**src/rtl/multicycle_control_fsm.sv**
```systemverilog
// Sequencing controller for a multicycle MIPS core with one unified memory port.
// Decodes op/funct, steps each instruction to writeback and stalls on mem_ready.
module multicycle_control_fsm #(
  parameter bit ILLEGAL_TRAP = 1'b1,
  parameter int CNT_W        = 32
) (
  input  logic             clock,
  input  logic             reset,
  input  logic [5:0]       op,
  input  logic [5:0]       funct,
  input  logic             zero,
  input  logic             mem_ready,
  output logic             pc_en,
  output logic             ir_write,
  output logic             i_or_d,
  output logic             mem_write,
  output logic             reg_write,
  output logic             reg_dst,
  output logic             mem_to_reg,
  output logic             alu_src_a,
  output logic [1:0]       alu_src_b,
  output logic [2:0]       alu_control,
  output logic [1:0]       pc_src,
  output logic [3:0]       state,
  output logic             halted,
  output logic [CNT_W-1:0] instr_count
);

  // state    | meaning
  // FETCH    | read instruction at PC, PC += 4 (waits on mem_ready)
  // DECODE   | register read, branch target into ALUOut
  // MEMADR   | effective address for lw/sw
  // MEMREAD  | data read at ALUOut (waits on mem_ready)
  // MEMWB    | load data into rt
  // MEMWRITE | store to ALUOut (waits on mem_ready)
  // EXECUTE  | R-type ALU operation
  // ALUWB    | R-type result into rd
  // BRANCH   | beq compare, PC <- target when equal
  // ADDIEXEC | reg A + immediate
  // ADDIWB   | addi result into rt
  // JUMP     | PC <- jump target
  // HALT     | illegal opcode trap, left only by reset
  typedef enum logic [3:0] {
    S_FETCH    = 4'd0,
    S_DECODE   = 4'd1,
    S_MEMADR   = 4'd2,
    S_MEMREAD  = 4'd3,
    S_MEMWB    = 4'd4,
    S_MEMWRITE = 4'd5,
    S_EXECUTE  = 4'd6,
    S_ALUWB    = 4'd7,
    S_BRANCH   = 4'd8,
    S_ADDIEXEC = 4'd9,
    S_ADDIWB   = 4'd10,
    S_JUMP     = 4'd11,
    S_HALT     = 4'd12
  } state_t;

  localparam logic [5:0] OP_R    = 6'b000000;
  localparam logic [5:0] OP_LW   = 6'b100011;
  localparam logic [5:0] OP_SW   = 6'b101011;
  localparam logic [5:0] OP_BEQ  = 6'b000100;
  localparam logic [5:0] OP_ADDI = 6'b001000;
  localparam logic [5:0] OP_J    = 6'b000010;

  localparam logic [2:0] ALU_ADD = 3'b010;
  localparam logic [2:0] ALU_SUB = 3'b110;
  localparam logic [2:0] ALU_AND = 3'b000;
  localparam logic [2:0] ALU_OR  = 3'b001;
  localparam logic [2:0] ALU_SLT = 3'b111;

  state_t           state_q, state_d;
  logic [CNT_W-1:0] count_q, count_d;
  logic             pc_write;
  logic             branch;

  always_ff @(posedge clock) begin
    if (reset) begin
      state_q <= S_FETCH;
      count_q <= '0;
    end else begin
      state_q <= state_d;
      count_q <= count_d;
    end
  end

  always_comb begin
    state_d     = S_FETCH;
    pc_write    = 1'b0;
    branch      = 1'b0;
    ir_write    = 1'b0;
    i_or_d      = 1'b0;
    mem_write   = 1'b0;
    reg_write   = 1'b0;
    reg_dst     = 1'b0;
    mem_to_reg  = 1'b0;
    alu_src_a   = 1'b0;
    alu_src_b   = 2'b00;
    alu_control = ALU_ADD;
    pc_src      = 2'b00;
    case (state_q)
      S_FETCH: begin
        alu_src_b = 2'b01;
        ir_write  = mem_ready;
        pc_write  = mem_ready;
        state_d   = mem_ready ? S_DECODE : S_FETCH;
      end
      S_DECODE: begin
        alu_src_b = 2'b11;
        case (op)
          OP_LW, OP_SW: state_d = S_MEMADR;
          OP_R:         state_d = S_EXECUTE;
          OP_BEQ:       state_d = S_BRANCH;
          OP_ADDI:      state_d = S_ADDIEXEC;
          OP_J:         state_d = S_JUMP;
          default:      state_d = ILLEGAL_TRAP ? S_HALT : S_FETCH;
        endcase
      end
      S_MEMADR: begin
        alu_src_a = 1'b1;
        alu_src_b = 2'b10;
        if (op == OP_SW)      state_d = S_MEMWRITE;
        else if (op == OP_LW) state_d = S_MEMREAD;
        else                  state_d = S_FETCH;
      end
      S_MEMREAD: begin
        i_or_d  = 1'b1;
        state_d = mem_ready ? S_MEMWB : S_MEMREAD;
      end
      S_MEMWB: begin
        mem_to_reg = 1'b1;
        reg_write  = 1'b1;
      end
      S_MEMWRITE: begin
        i_or_d    = 1'b1;
        mem_write = 1'b1;
        state_d   = mem_ready ? S_FETCH : S_MEMWRITE;
      end
      S_EXECUTE: begin
        alu_src_a = 1'b1;
        case (funct)
          6'b100000: alu_control = ALU_ADD;
          6'b100010: alu_control = ALU_SUB;
          6'b100100: alu_control = ALU_AND;
          6'b100101: alu_control = ALU_OR;
          6'b101010: alu_control = ALU_SLT;
          default:   alu_control = ALU_AND;
        endcase
        state_d = S_ALUWB;
      end
      S_ALUWB: begin
        reg_dst   = 1'b1;
        reg_write = 1'b1;
      end
      S_BRANCH: begin
        alu_src_a   = 1'b1;
        alu_control = ALU_SUB;
        pc_src      = 2'b01;
        branch      = 1'b1;
      end
      S_ADDIEXEC: begin
        alu_src_a = 1'b1;
        alu_src_b = 2'b10;
        state_d   = S_ADDIWB;
      end
      S_ADDIWB: reg_write = 1'b1;
      S_JUMP: begin
        pc_src   = 2'b10;
        pc_write = 1'b1;
      end
      S_HALT:  state_d = S_HALT;
      default: state_d = S_FETCH;
    endcase

    pc_en = pc_write | (branch & zero);
    // An instruction interrupted by reset must not leave any architectural write behind.
    if (reset) begin
      pc_en     = 1'b0;
      ir_write  = 1'b0;
      mem_write = 1'b0;
      reg_write = 1'b0;
    end

    count_d = ir_write ? count_q + CNT_W'(1) : count_q;
  end

  assign state       = state_q;
  assign halted      = (state_q == S_HALT);
  assign instr_count = count_q;

endmodule

```
**config.mk**
```make
export PLATFORM = sky130hd
export DESIGN_NAME = multicycle_control_fsm
export DESIGN_NICKNAME = d
export VERILOG_FILES = /design/src/rtl/multicycle_control_fsm.sv
export SDC_FILE = /design/constraint.sdc
export NUM_CORES = 1
export LEC_CHECK = 0
export BUFFER_PORTS_ARGS = -buffer_cell sky130_fd_sc_hd__buf_2
export CAP_MARGIN = 20
export CORE_ASPECT_RATIO = 1.4
export CORE_MARGIN = 2
export CORE_UTILIZATION = 56
export DETAILED_ROUTE_END_ITERATION = 10
export PLACE_DENSITY = 0.95
export SYNTH_ARGS = -nofsm -noshare
export SYNTH_HDL_FRONTEND = slang
export SYNTH_SLANG_ARGS = --single-unit
```
**constraint.sdc**
```tcl
create_clock -name clock -period 5.3 [get_ports clock]
set_input_delay 1.06 -clock clock [delete_from_list [all_inputs] [get_ports clock]]
set_output_delay 1.06 -clock clock [all_outputs]
set_load 0.02 [all_outputs]
```
* Word level (Yosys, flattened, before mapping)
Index checks and enable logic that the tools add are counted.
** Storage, ports and cells
- Register bits after elaboration :: 36
- Input port bits :: 16
- Output and inout port bits :: 52
- Logic and storage cells :: 57
** Operators by class
- $add $sub $neg :: 1
- Eq/ne operators :: 21
- Multiplexer cells :: 24
- Bitwise gates (word level) :: 2
- Reduce and logical (&&, ||, !) cells :: 7
** Operator list (count)
- 6-bit == test, second input constant :: 6
- 32-bit by 1-bit adder with 32-bit output, second input constant :: 1
- 4-bit one-hot mux with 8 select lines :: 1
- 4-bit == test, second input constant :: 5
- 4-bit one-hot mux with 5 select lines :: 1
- 4-bit by 3-bit == test with 1-bit output, second input constant :: 4
- 1-bit two-way mux :: 13
- 3-bit one-hot mux with 4 select lines :: 1
- 3-bit two-way mux :: 3
- 4-bit by 2-bit == test with 1-bit output, second input constant :: 2
- 6-bit by 2-bit == test with 1-bit output, second input constant :: 1
- 6-bit by 3-bit == test with 1-bit output, second input constant :: 1
- 6-bit by 4-bit == test with 1-bit output, second input constant :: 1
- 6-bit logical NOT :: 1
- 2-bit one-hot mux with 3 select lines :: 1
- 3-bit one-hot mux with 2 select lines :: 1
- 2-bit OR reduction :: 3
- 4-bit by 1-bit == test with 1-bit output, second input constant :: 1
- 4-bit logical NOT :: 1
- 2-bit one-hot mux with 2 select lines :: 1
- 4-bit OR reduction :: 1
- 3-bit OR reduction :: 1
- 2-bit two-way mux :: 1
- 1-bit one-hot mux with 2 select lines :: 1
- 2 further kinds :: 2

* Longest topological paths before layout
Gate-level depths: netlist of run 1.
- Depth after elaboration :: 5
- Depth in mapped cells :: 7
- Gate-level depth less buffers :: 5

* Least setup slack after synthesis of run 1
Ideal clock, no wire load.
- Path kind :: input to output
- From :: input port reset
- To :: output port reg_write
- Arrival time :: 2357 ps
- Required time :: 4240 ps
- Setup slack :: 1883 ps
- Stages :: 5
- Buffers on the path :: 4
- Path through :: clkbuf_1 > clkbuf_1 > clkbuf_1 > buf_1 > nor2_1
** Between the ends
- Longest elaborated chain between the ends :: 1
** RTL lines
- from (decl) :: RTL line 8 : input logic reset,
- 1-bit two-way mux :: RTL line 177 : if (reset) begin
- to (decl) :: RTL line 17 : output logic reg_write,
Every way passes these cells.

* Worst setup path after layout of run 1
- From :: register state_q[1], in the netlist state[1]
- To :: output port ir_write
** Between the ends
- Longest elaborated chain between the ends :: 3
** RTL lines
- from (decl) :: RTL line 72 : state_t state_q, state_d;
- from (signal assigned) :: RTL line 82 : state_q <= state_d;
- 4-bit logical NOT :: RTL line 101 : case (state_q)
- 1-bit two-way mux :: RTL line 101
- 1-bit two-way mux :: RTL line 177
- to (decl) :: RTL line 14 : output logic ir_write,
Every way passes these cells.

==> run summary, run 1 <==
#FFs+latches synth: 36
Routed len/inst: 14.4 um
Routed WL: 5640 um
Number of remaining DRC errors: 0
Top Ports: 68
Crit path cell chain: nor4_2 -> nand3b_1 -> inv_1 -> buf_2
Pre-antenna DRT Iters: 4
RSZ-0062 raised after global routing: false
N_diodes: 0
Fin Setup TNS: 0 ps
Die area: 4580 um^2
Pin count of the biggest net entering global routing: 48
Starting Density: 57.9%
Largest stage delay, worst path: 800 ps
Post-detail-place hpwl: 3980 um
Layout cells sized above 1: 26.1%
Core footprint: 3920 um^2
Top cells by area, synth: dfxtp_1 (32%), a21oi_1 (5.7%), nor2_1 (4.6%), or4_1 (4.3%), mux2_2 (4.0%)
Post-layout min period: 3470 ps
GR Util met2: 43.9%
CTS Root Cell: clkbuf_8
Vias in the first global route: 2201
Slew @ Worst Pin: 798 ps
Cell Area, Placed: 2560 um^2
Met1 usage: 31.2%
Slew HR: 46.3%
Max-cap violations: 0
Setup slack, reg-to-reg: 2550 ps
Clock Tree Buf Depth: 2
Setup Buffers After CTS: 0
Crit Path Max Fanout: 20
Crit path required time: 4240 ps
Post-synthesis adder-cell area fraction: 0.552%
Net count after synthesis: 308
Run status: finished clean
Fmax: 288 MHz
Gr ovfl total: 0
Port bufs: 67
Via/cell ratio: 6.24
CTS Buf Count: 5
Kind of critical path: flip-flop to primary output
Pwr/cell area: 261 nW/um^2
1st-iter DRT viols: 139
Row count: 27
Post-synth EDFFs: 0
Fin area: 2680 um^2
Area Growth Syn to Fin: 18.0%
Global-route wire length before repair: 9690 um
Total GRT Usage: 26.2%
Post-synthesis xor/xnor area fraction: 3.48%
Slowest cell on crit path: nor4_2
Routed Antenna Nets: 0
GR peak layer: met2
M3 GR Usage: 5.37%
GPL Wtd Cong: 0.830
Worst Setup Start Kind: flip-flop
Max VDD drop: 0.215 mV
Synth Area in Compound Gates: 15.0%
Static leakage: 1.07 nW
Final Hold Fails: 0
Setup Skew: 10.6 ps
Die Y: 79.3 um
CTS HTree Levels: 2
Share of the synthesized area in the top cell type: 31.8%
Critical Path AT: 2410 ps
Post-cts sizing count: 0
Initial antenna violation count: 0
Synth cell types: 45
Combinational family with the most area after synthesis: simple AND/OR/NAND/NOR gates
Hold_ws: 506 ps
Mux cell area share after synthesis: 5.74%
Ys Warns: 0
Worst Hold Class: flip-flop to flip-flop
Final Setup Violations: 0
Clock Sinks: 36
Width of the die: 57.8 um
Via count: 2440
Nets@finish: 364
Synth Cell Area: 2270 um^2
Hold buffer count at cts: 0
Final worst path period share: 65.5%
Critical path endpoint category: primary output
Sequential share of the synthesized area: 31.8%
Cell taking the most area after synthesis: dfxtp_1
Place WS: 1920 ps
Ys flop type: dfxtp_1
CTS clk-pin slew, worst paths: 70 ps
Final worst-path setup slack: 1830 ps
Gate Count Post-Synth: 291
Synth Area in Simple Gates: 38.8%
CTS tree: built
Fill cells: 340
Avg Cell Area, Syn: 7.79 um^2
Clk_lat worst skew: 300 ps
Asr flop ratio synth: 0%
Final slew viol count: 0
through the flow:
stage,util (%),power [W],std cells
floorplan,-,0.000418,291
global placement,65.5,0.000456,383
detailed placement,65.5,0.000460,383
CTS,68.3,0.000701,391
global route,68.3,0.000735,391
finish,68.3,0.000699,391
final cells by class:
type,count,area (um^2),share of cell area [%]
clock buffer,5,68.8,2.57
inverter,4,15.0,0.561
tap,43,53.8,2.01
multi-input combinational,233,1440,53.8
sequential,36,721,26.9
timing repair buffer,67,335,12.5
clock inverter,3,42.5,1.59
Yosys cell counts (5+ instances only):
cell,count
o31ai_1,9
nand3b_1,5
nand2b_1,6
nor2b_1,9
or3_1,9
xor2_1,8
a21oi_1,26
nand3_1,11
clkbuf_1,10
mux2_2,8
nand2_1,23
nor4_1,8
or4_1,13
dfxtp_1,36
nor3_1,7
nand4_1,10
nor2_1,28
o21ai_0,10
and4_1,5
and3_1,7
sequential cells by signal, summed over array words and instances, names as in the netlist:
register / cells
state: 4
instr_count: 32
layout by cell type, fill, tap and decap left out, types with 2 or more instances in the layout:
cell type	count
clkbuf_8	5
inv_1	4
xor2_1	8
nor2b_1	9
mux2i_1	4
nand3b_1	5
a21oi_1	26
nor3_1	7
or4_4	2
nor4_1	8
mux2_2	8
and4_1	5
or4_1	13
and3_1	7
or3_1	9
dfxtp_1	36
or2_2	4
nand3_1	11
nand4_1	10
nand2b_1	6
buf_2	67
nand2_1	23
a31oi_1	4
nor2_1	28
o31ai_1	9
o21ai_0	10
power by group:
part / internal [W] / switching [W]
registers: 0.000279 / 0.0000267
clock network: 0.000139 / 0.000103
logic: 0.0000583 / 0.0000928
final timing paths:
path | startpoint | endpoint | cells after the start
setup / recovery | state[1] | ir_write | 4
hold / removal | instr_count[1] | instr_count[1] | 2
setup reg to reg | state[1] | instr_count[30] | 4
hold reg to reg | instr_count[1] | instr_count[1] | 2
worst max-delay path: cells and delay by family, from the launching register on:
kind,cells,cell delay [ps]
flip-flops,1,510
AND/OR/NAND/NOR,2,1310
buffers and inverters,2,300
cells by family after synthesis:
kind of cell / after synthesis
multiplexers: 12
flip-flops: 36
AO/OA/AOI/OAI: 57
XOR/XNOR: 9
AND/OR/NAND/NOR: 154
buffers and inverters: 22
adder cells (fa/ha/maj): 1
layer usage:
metal  up-vias  wire length [um]  share of wire (%)
met2        96              2870                 51
li1       1194                 -                  -
met1      1136              2250                 40
met4         0               146                2.6
met3        14               372                6.6
met5         -                 0                  0
Note: power is estimated with default switching activity, not from simulation.
==> inputs of run 2 (changes only) <==
CORE_UTILIZATION = 52   (was 56)
PLACE_DENSITY = 0.9   (was 0.95)
clock period = 3.35 ns   (was 5.3 ns; I/O delays follow)
==> run summary, run 2 (synthesized netlist as in run 1, its figures left out) <==
Commonest non-fill, non-tap cell in the layout: buf_2
Routed Antenna Nets: 0
N_diodes: 0
Pre-antenna DRT Iters: 5
Critical Path AT: 2180 ps
Crit Path Max Fanout: 20
Total GRT Usage: 23.9%
Layout cells sized above 1: 27.0%
Clock Sinks: 36
Hold buffer count at cts: 0
Global-route wire length before repair: 9150 um
Post-detail-place hpwl: 4150 um
Sw frac: 29.8%
Final Hold Fails: 0
Final non-filler cell total: 397
Static leakage: 1.10 nW
Crit path launch: state[1]
R2R depth: 4
Slew HR: 58.5%
Final worst path period share: 85.1%
Pin count of the biggest net entering global routing: 26
Crit path cell chain: nor4_2 -> nand3b_1 -> inv_1 -> buf_2
Area Growth Syn to Fin: 20.1%
Fin Setup TNS: 0 ps
Via count: 2418
Largest stage delay, worst path: 630 ps
Starting Density: 53.9%
Top Ports: 68
Die Y: 82.1 um
Width of the die: 59.8 um
Clock power frac: 36.6%
CTS Root Cell: clkbuf_8
Nets@finish: 368
CTS tree: built
Crit path required time: 2680 ps
Hold_ws: 505 ps
Setup Buffers After CTS: 0
Clock Tree Buf Depth: 2
Post-cts sizing count: 0
Max VDD drop: 0.230 mV
Run status: finished clean
Number of remaining DRC errors: 0
Port bufs: 67
Slowest cell on crit path: nor4_2
Vias in the first global route: 2122
Post-layout min period: 2850 ps
1st-iter DRT viols: 166
Initial antenna violation count: 0
CTS Buf Count: 5
Reg2Reg Launch Point: state[1]
Routed WL: 5540 um
Combinational share of power: 22.6%
Clk_lat worst skew: 300 ps
Placed Cells: 389
Row count: 28
Worst Hold End: instr_count[1]
Via/cell ratio: 6.09
Setup Skew: 5.24 ps
Final slew viol count: 0
Setup slack, reg-to-reg: 730 ps
Internal power: 0.000802 W
Gr ovfl total: 0
Hold Path Depth: 2
Critical path endpoint category: primary output
Largest register FFs: 32
Family with the most delay on the worst path: simple AND/OR/NAND/NOR gates
GPL Wtd Cong: 0.882
Die area: 4910 um^2
Final core occ: 64.8%
Total power: 0.00114 W
CTS HTree Levels: 2
Worst Setup Start Kind: flip-flop
Fmax: 351 MHz
Sequential Power Share: 40.8%
Commonest non-fill, non-tap cells in the layout: buf_2 (67), dfxtp_1 (36), nor2_1 (28)
RSZ-0062 raised after global routing: false
Max-cap violations: 0
Routed len/inst: 14.0 um
R2r endpoint: instr_count[31]
CTS clk-pin slew, worst paths: 70 ps
Bufs and invs on worst path: 2
Net switching power: 0.000341 W
Pwr/cell area: 419 nW/um^2
Core footprint: 4200 um^2
Final Setup Violations: 0
Hold Path Origin: instr_count[1]
Slew @ Worst Pin: 622 ps
Worst Hold Class: flip-flop to flip-flop
Kind of critical path: flip-flop to primary output
[run 2: power by group through the flow]
| stage | sequential [W] | clock [W] | combinational, W |
|---|---|---|---|
| floorplan | 0.000481 | 0 | 0.000181 |
| finish | 0.000467 | 0.000418 | 0.000258 |
| CTS | 0.000466 | 0.000426 | 0.000259 |
| global placement | 0.000476 | 0 | 0.000254 |
| detailed placement | 0.000476 | 0 | 0.000258 |
| global route | 0.000469 | 0.000441 | 0.000288 |
[run 2: worst register-to-register path, stage by stage (launching register included)]
cell and delay [ps]:
dfxtp_1 500, or4_4 640, or4_4 660, nor4_1 340, mux2_2 370
[run 2: worst max-delay path by stage]
stage                 endpoint  slack (ps)  depth (start not counted)
6_report              ir_write         500                          4
5_1_grt               ir_write         310                          4
4_1_cts               ir_write         500                          4
3_5_place_dp   instr_count[27]         740                          4
3_3_place_gp   instr_count[31]         800                          4
2_1_floorplan        reg_write         710                          5
[run 2: cell type report]
class | count | area, um^2
timing repair buffer | 71 | 365
clock buffer | 7 | 96.3
clock inverter | 1 | 30.0
tap | 45 | 56.3
sequential | 36 | 721
inverter | 4 | 15.0
multi-input combinational | 233 | 1440
fill | 393 | 1480
[run 2: metrics by stage]
step	area, um^2	setup slack (ps)
detailed placement	2600	737
floorplan	2270	713
CTS	2720	501
global route	2720	312
global placement	2600	802
finish	2720	498
[run 2: routing by layer]
metal  routed length, um  GRT usage (%)
met1                2210           27.2
met2                2860           42.3
met3                 311           4.52
met5                   0              0
met4                 163           10.7
